==> src/rtl/wb_arbiter.sv <==
// Writeback arbiter: per-channel result FIFOs drained into NWP register-file
// write ports by a rotating-priority grant. No two grants in one cycle share
// a destination register.
module wb_arbiter #(
  parameter int NCH   = 8,
  parameter int NWP   = 2,
  parameter int DEPTH = 4,
  parameter int XLEN  = 32,
  parameter int NREG  = 32,
  parameter int AW    = 5
) (
  input  logic                clk,
  input  logic                rst,
  input  logic                interlock,
  input  logic [NCH-1:0]      in_valid,
  output logic [NCH-1:0]      in_ready,
  input  logic [NCH*AW-1:0]   in_rd,
  input  logic [NCH*XLEN-1:0] in_data,
  output logic [NWP-1:0]      wr_en,
  output logic [NWP*AW-1:0]   wr_addr,
  output logic [NWP*XLEN-1:0] wr_data,
  output logic [NREG-1:0]     pending,
  output logic                busy
);

  localparam int LW = $clog2(DEPTH);
  localparam int PW = LW + 1;
  localparam int CW = (NCH > 1) ? $clog2(NCH) : 1;

  logic [AW-1:0]   q_rd      [NCH][DEPTH];
  logic [XLEN-1:0] q_data    [NCH][DEPTH];
  logic [PW-1:0]   wptr      [NCH];
  logic [PW-1:0]   rptr      [NCH];
  logic [AW-1:0]   head_rd   [NCH];
  logic [XLEN-1:0] head_data [NCH];
  logic [NCH-1:0]  empty, full, push, pop;
  logic [CW-1:0]   rr, rr_next;

  logic            g_valid [NWP];
  logic [AW-1:0]   g_rd    [NWP];
  logic [XLEN-1:0] g_data  [NWP];

  // FIFO status, heads and enqueue acceptance; rd==0 is accepted but dropped
  always_comb begin
    for (int unsigned c = 0; c < NCH; c++) begin
      empty[c]     = (wptr[c] == rptr[c]);
      full[c]      = (wptr[c][PW-1] != rptr[c][PW-1]) &&
                     (wptr[c][LW-1:0] == rptr[c][LW-1:0]);
      head_rd[c]   = q_rd[c][rptr[c][LW-1:0]];
      head_data[c] = q_data[c][rptr[c][LW-1:0]];
      in_ready[c]  = !rst && !full[c];
      push[c]      = in_valid[c] && in_ready[c] && (in_rd[c*AW +: AW] != '0);
    end
  end

  // Rotating-priority grant of up to NWP heads with distinct destinations
  always_comb begin
    int unsigned n;
    int unsigned ch;
    logic        clash;
    pop     = '0;
    rr_next = rr;
    n       = 0;
    ch      = 0;
    clash   = 1'b0;
    for (int unsigned p = 0; p < NWP; p++) begin
      g_valid[p] = 1'b0;
      g_rd[p]    = '0;
      g_data[p]  = '0;
    end
    if (!interlock) begin
      for (int unsigned k = 0; k < NCH; k++) begin
        ch = (32'(rr) + k) % NCH;
        if (!empty[ch] && n < NWP) begin
          clash = 1'b0;
          for (int unsigned p = 0; p < NWP; p++)
            if (p < n && g_rd[p] == head_rd[ch]) clash = 1'b1;
          if (!clash) begin
            g_valid[n] = 1'b1;
            g_rd[n]    = head_rd[ch];
            g_data[n]  = head_data[ch];
            pop[ch]    = 1'b1;
            rr_next    = CW'((ch + 1) % NCH);
            n          = n + 1;
          end
        end
      end
    end
  end

  // FIFO storage and pointers
  always_ff @(posedge clk) begin
    if (rst) begin
      for (int unsigned c = 0; c < NCH; c++) begin
        wptr[c] <= '0;
        rptr[c] <= '0;
      end
    end else begin
      for (int unsigned c = 0; c < NCH; c++) begin
        if (push[c]) begin
          q_rd[c][wptr[c][LW-1:0]]   <= in_rd[c*AW +: AW];
          q_data[c][wptr[c][LW-1:0]] <= in_data[c*XLEN +: XLEN];
          wptr[c]                    <= wptr[c] + 1'b1;
        end
        if (pop[c]) rptr[c] <= rptr[c] + 1'b1;
      end
    end
  end

  // Registered write ports and rotation pointer
  always_ff @(posedge clk) begin
    if (rst) begin
      wr_en   <= '0;
      wr_addr <= '0;
      wr_data <= '0;
      rr      <= '0;
    end else begin
      for (int unsigned p = 0; p < NWP; p++) begin
        wr_en[p]                 <= g_valid[p];
        wr_addr[p*AW +: AW]      <= g_rd[p];
        wr_data[p*XLEN +: XLEN]  <= g_data[p];
      end
      rr <= rr_next;
    end
  end

  // Pending vector: occupied FIFO slots plus live write ports
  always_comb begin
    logic [LW-1:0] off;
    logic [PW-1:0] cnt;
    pending = '0;
    off     = '0;
    cnt     = '0;
    for (int unsigned c = 0; c < NCH; c++) begin
      cnt = wptr[c] - rptr[c];
      for (int unsigned i = 0; i < DEPTH; i++) begin
        off = LW'(i) - rptr[c][LW-1:0];
        if ({1'b0, off} < cnt) pending[q_rd[c][i]] = 1'b1;
      end
    end
    for (int unsigned p = 0; p < NWP; p++)
      if (wr_en[p]) pending[wr_addr[p*AW +: AW]] = 1'b1;
    pending[0] = 1'b0;
  end

  // Busy while anything is buffered or being written
  always_comb begin
    busy = !(&empty) || (|wr_en);
  end

endmodule

==> config.mk <==
export PLATFORM = sky130hd
export DESIGN_NAME = wb_arbiter
export DESIGN_NICKNAME = d
export VERILOG_FILES = /design/src/rtl/wb_arbiter.sv
export SDC_FILE = /design/constraint.sdc
export NUM_CORES = 2
export LEC_CHECK = 0
export BUFFER_PORTS_ARGS = -buffer_cell sky130_fd_sc_hd__buf_2
export CORE_ASPECT_RATIO = 0.9
export CORE_MARGIN = 10
export CORE_UTILIZATION = 55
export CTS_BUF_LIST = sky130_fd_sc_hd__clkbuf_4
export CTS_CLUSTER_SIZE = 8
export DETAILED_ROUTE_END_ITERATION = 12
export PLACE_DENSITY = 0.73
export SKIP_CTS_REPAIR_TIMING = 1
export SKIP_LAST_GASP = 1
export SLEW_MARGIN = 40
export SYNTH_ARGS = -nofsm -noshare
export SYNTH_HDL_FRONTEND = slang
export SYNTH_SLANG_ARGS = --single-unit
==> constraint.sdc <==
create_clock -name clk -period 19.08 [get_ports clk]
set_input_delay 0.954 -clock clk [delete_from_list [all_inputs] [get_ports clk]]
set_output_delay 0.954 -clock clk [all_outputs]
set_load 0.005 [all_outputs]
==> results of run 1 <==
==> metrics by stage <==
step	worst slack (ns)	instances	cell area [µm²]	hold slack [ns]	utilization, %
4_1_cts	4.59	9089	84000	-0.277	61.9
3_3_place_gp	4.65	8513	79500	0.542	58.6
3_5_place_dp	4.74	8525	80000	0.603	58.9
2_1_floorplan	6.70	6556	75300	0.597	-
==> metal layers <==
metal,GRT overflow,track usage (%)
met1,11,73.6
met2,33,84.3
met3,8,62.6
met4,43,64.6
met5,1,37.4
==> cells in the mapped netlist, types with 93 or more instances <==
master       n
nor3_1      93
o21ai_0    459
nor2_1     426
mux4_2     330
nand2_1   1044
inv_1      110
mux2i_1    426
clkbuf_1   325
a22oi_1    120
o22ai_1    218
buf_1       94
ha_1       113
a21oi_1    142
edfxtp_1  1232
==> cells by family after synthesis <==
| group | Yosys count | synth area share (%) |
|---|---|---|
| adder cells (fa/ha/maj) | 121 | 2.09 |
| other | 1 | 0.00498 |
| XOR/XNOR | 70 | 0.834 |
| buffers and inverters | 565 | 2.90 |
| AO/OA/AOI/OAI | 1442 | 12.8 |
| flip-flops | 1311 | 51.2 |
| AND/OR/NAND/NOR | 2239 | 13.9 |
| multiplexers | 807 | 16.3 |
==> results by group, run 1 <==
Synthesis
  • Syn_area_per_cell: 11.5 µm²
  • Warnings from Yosys: 0
  • Post-synth EDFFs: 1232
  • Synth top area share: 49.1%
  • Post-synthesis sequential area ratio: 51.2%
  • Count of different cell masters after synthesis: 102
  • Synth area leaders: edfxtp_1 49%, mux4_2 9.9%, mux2i_1 5.7%
  • #FFs+latches synth: 1311
  • Gate Count Post-Synth: 6556
  • Cell Area, Synth: 75300 µm²
  • Syn nets: 6984
  • Yosys top cell by area: edfxtp_1
  • Async SR Flop Fraction: 0%
  • Synth Flop Type: edfxtp_1

GRT
  • Largest net degree at the start of global routing: 85
  • Grt ovf: 96
  • All-Layer GR Usage: 72.0%
  • Initial antenna violation count: 131

Clock network
  • CTS H-Tree Depth: 5
  • Clock sink count: 1311
  • Total CTS buffers: 330
  • Root buf cell: clkbuf_4
  • Max clock buf depth: 4

Floorplan
  • DIE HEIGHT: 371 µm
  • Die width: 410 µm
  • Initial core utilization: 55.5%
  • Rows: 128
  • I/O Pins: 424

Status
  • Err: [ERROR GRT-0232] Routing congestion too high. Check the congestion heatmap in the GUI.
  • Run status: stopped before the end
  • Halt Stage: 5_1_grt

Place
  • Port bufs: 422
  • GPL Wtd Cong: 1.19
  • Post-DP HPWL: 323 mm
==> inputs of run 2 (changes only) <==
--- a/config.mk
+++ b/config.mk
@@ -6,13 +6,10 @@
 export NUM_CORES = 2
 export LEC_CHECK = 0
 export BUFFER_PORTS_ARGS = -buffer_cell sky130_fd_sc_hd__buf_2
-export CORE_ASPECT_RATIO = 0.9
 export CORE_MARGIN = 10
-export CORE_UTILIZATION = 55
-export CTS_BUF_LIST = sky130_fd_sc_hd__clkbuf_4
-export CTS_CLUSTER_SIZE = 8
+export CORE_UTILIZATION = 40
 export DETAILED_ROUTE_END_ITERATION = 12
-export PLACE_DENSITY = 0.73
+export PLACE_DENSITY_LB_ADDON = 0.15
 export SKIP_CTS_REPAIR_TIMING = 1
 export SKIP_LAST_GASP = 1
 export SLEW_MARGIN = 40
==> results by group, run 2 <==
Critical path
  • Worst Path Max Fanout: 66
  • R2R cell count: 46
  • CP Data Required Time: 19.58 ns
  • Critical Setup Path Class: reg2reg
  • Slowest CP cell: dfxtp_4
  • CP Launch Type: flip-flop
  • Critical Path Max Stage Delay: 0.69 ns
  • Crit end category: flip-flop
  • Critical Path AT: 14.25 ns

STA
  • Worst Max-Slew Pin Slew: 1.03 ns
  • Final worst slack: 5.33 ns
  • Slew Viols, Final: 0
  • Setup violations, final: 0
  • Max_slew headroom: 30.9%
  • Final Hold Vio Count: 0
  • Clock skew: 0.0980 ns
  • Maximum clock rate: 0.0727 GHz
  • Crit share post-route: 72.1%
  • Tmin final: 13.75 ns
  • Setup TNS: 0 ns
  • Unrepaired setup endpoints after global routing: false

Synthesis
  • Post-synth top cells: 1232 x edfxtp_1, 1044 x nand2_1, 459 x o21ai_0
  • Cell Area, Synth: 75300 µm² (unchanged)
  • Post-synthesis sequential area ratio: 51.2% (unchanged)
  • Synth Flop Type: edfxtp_1
  • Gate Count Post-Synth: 6556 (unchanged)
  • Synth top area share: 49.1% (unchanged)
  • Async SR Flop Fraction: 0% (unchanged)
  • Warnings from Yosys: 0 (unchanged)
  • Post-synth EDFFs: 1232 (unchanged)
  • #FFs+latches synth: 1311 (unchanged)
  • Syn_area_per_cell: 11.5 µm² (unchanged)
  • Synth area leaders: edfxtp_1 49%, mux4_2 9.9%, mux2i_1 5.7%
  • Count of different cell masters after synthesis: 102 (unchanged)
  • Syn nets: 6984 (unchanged)
  • Yosys top cell by area: edfxtp_1
  • Most common cell in the netlist: edfxtp_1

GRT
  • Grt ovf: 0
  • Largest net degree at the start of global routing: 78
  • Initial antenna violation count: 75
  • First-pass GRT wire length: 564 mm
  • All-Layer GR Usage: 40.5%
  • Vias in the first global route: 60624

Layout
  • Share of layout cells above drive strength 1: 21.1%
  • Layout area overhead: 14.6%
  • Most frequent cells in the layout: 1232 x edfxtp_1, 1038 x nand2_1, 447 x o21ai_0
  • Commonest non-fill, non-tap cell in the layout: edfxtp_1
  • Max reg flops: 1024
  • Non-filler cells, final: 9543
  • Nets: 7336
  • Fin area: 86300 µm²

Place
  • Placed Cells incl. Taps: 9257 (+8.6%)
  • Port bufs: 422 (unchanged)
  • Post-DP HPWL: 329 mm (+1.8%)
  • GPL Wtd Cong: 1.10 (-7.5%)
  • Post-place instance area: 81300 µm² (+1.7%)
  • Pre-CTS setup slack: 5.80 ns (+1.06 ns)

Floorplan
  • Rows: 159 (+24%)
  • Die width: 454 µm (+11%)
  • I/O Pins: 424 (unchanged)
  • Initial core utilization: 40.2% (-15 points)
  • DIE HEIGHT: 454 µm (+22%)
  • Core Area: 188000 µm²
  • Die area: 206000 µm²

Clock network
  • Total CTS buffers: 141 (-57%)
  • Max clock buf depth: 3 (-1)
  • Root buf cell: clkbuf_16
  • Reg clk slew, reported paths: 0.06 ns
  • Clock network latency to the later pin of the worst-skew pair: 0.87 ns
  • TritonCTS clock tree: yes
  • CTS H-Tree Depth: 4 (-1)
  • Clock sink count: 1311 (unchanged)

Run
  • Max-cap viol count: 0

Status
  • Run status: complete, no violations

Routing
  • Drt wl/cell: 45.2 µm
  • Drt pass-1 iters: 6
  • DR vias: 64976
  • Vias per inst: 6.81
  • Detailed Route WL: 431 mm
  • DRT iter0 DRCs: 9422
  • DRC: 0
  • Final ANT Viol Nets: 0

Min path
  • Hold path cells: 1
  • Min-delay worst type: in2reg
-- run 2: cell counts after synthesis --
Identical to the previous run, type by type.
-- run 2: worst max-delay path, delay by kind of cell (launching register included) --
| family | cells | cell delay (ns) |
|---|---|---|
| compound gates | 12 | 4.15 |
| xor+xnor | 2 | 0.72 |
| fa+ha+maj | 5 | 1.37 |
| buf+inv | 12 | 2.78 |
| flops | 1 | 0.69 |
| mux | 3 | 1.14 |
| simple gates | 12 | 2.39 |
-- run 2: worst paths after layout --
path / startpoint / endpoint / slack, ns
hold / removal: in_data[78] / q_data[0][302]$_DFFE_PP_ / 0.30
hold reg to reg: rptr[0][15]$_SDFFCE_PN0P_ / rptr[0][15]$_SDFFCE_PN0P_ / 0.59
setup reg to reg: rr[1]$_SDFFE_PP0N_ / rptr[0][21]$_SDFFCE_PP0P_ / 5.33
setup / recovery: rr[1]$_SDFFE_PP0N_ / rptr[0][21]$_SDFFCE_PP0P_ / 5.33
-- run 2: stage by stage --
stage | hold slack, ns | utilization [%]
CTS | 0.257 | 45.9
finish | 0.300 | 46.0
detailed placement | 0.569 | 43.4
floorplan | 0.597 | -
global route | 0.285 | 46.0
global placement | 0.543 | 43.0
-- run 2: area by class of cell --
| cell class | instances | area, µm² |
|---|---|---|
| multi-input combinational | 4680 | 35200 |
| antenna | 24 | 60.1 |
| fill | 17012 | 101000 |
| sequential | 1311 | 38600 |
| timing repair buffer | 660 | 4110 |
| tap | 2495 | 3120 |
| clock buffer | 167 | 3640 |
| clock inverter | 92 | 1220 |
| inverter | 114 | 440 |
-- run 2: cell families (layout without fill, tap and decap cells) --
family	after synthesis	count (layout)	synth area share (%)
AND/OR/NAND/NOR	2239	2239	13.9
AO/OA/AOI/OAI	1442	1442	12.8
flip-flops	1311	1311	51.2
multiplexers	807	807	16.3
buffers and inverters	565	1033	2.90
adder cells (fa/ha/maj)	121	121	2.09
XOR/XNOR	70	70	0.834
other	1	25	0.00498
-- run 2: metal layers --
metal	global-route usage, %	wire [µm]	vias to the layer above
li1	-	-	26077
met2	60.0	186000	4469
met5	0	333	-
met3	10.8	43100	1220
met1	50.7	162000	33164
met4	30.4	39900	46
Power of run 2 is not shown: default switching activity piles up to over one toggle a cycle in this logic, so the estimate is an artifact.
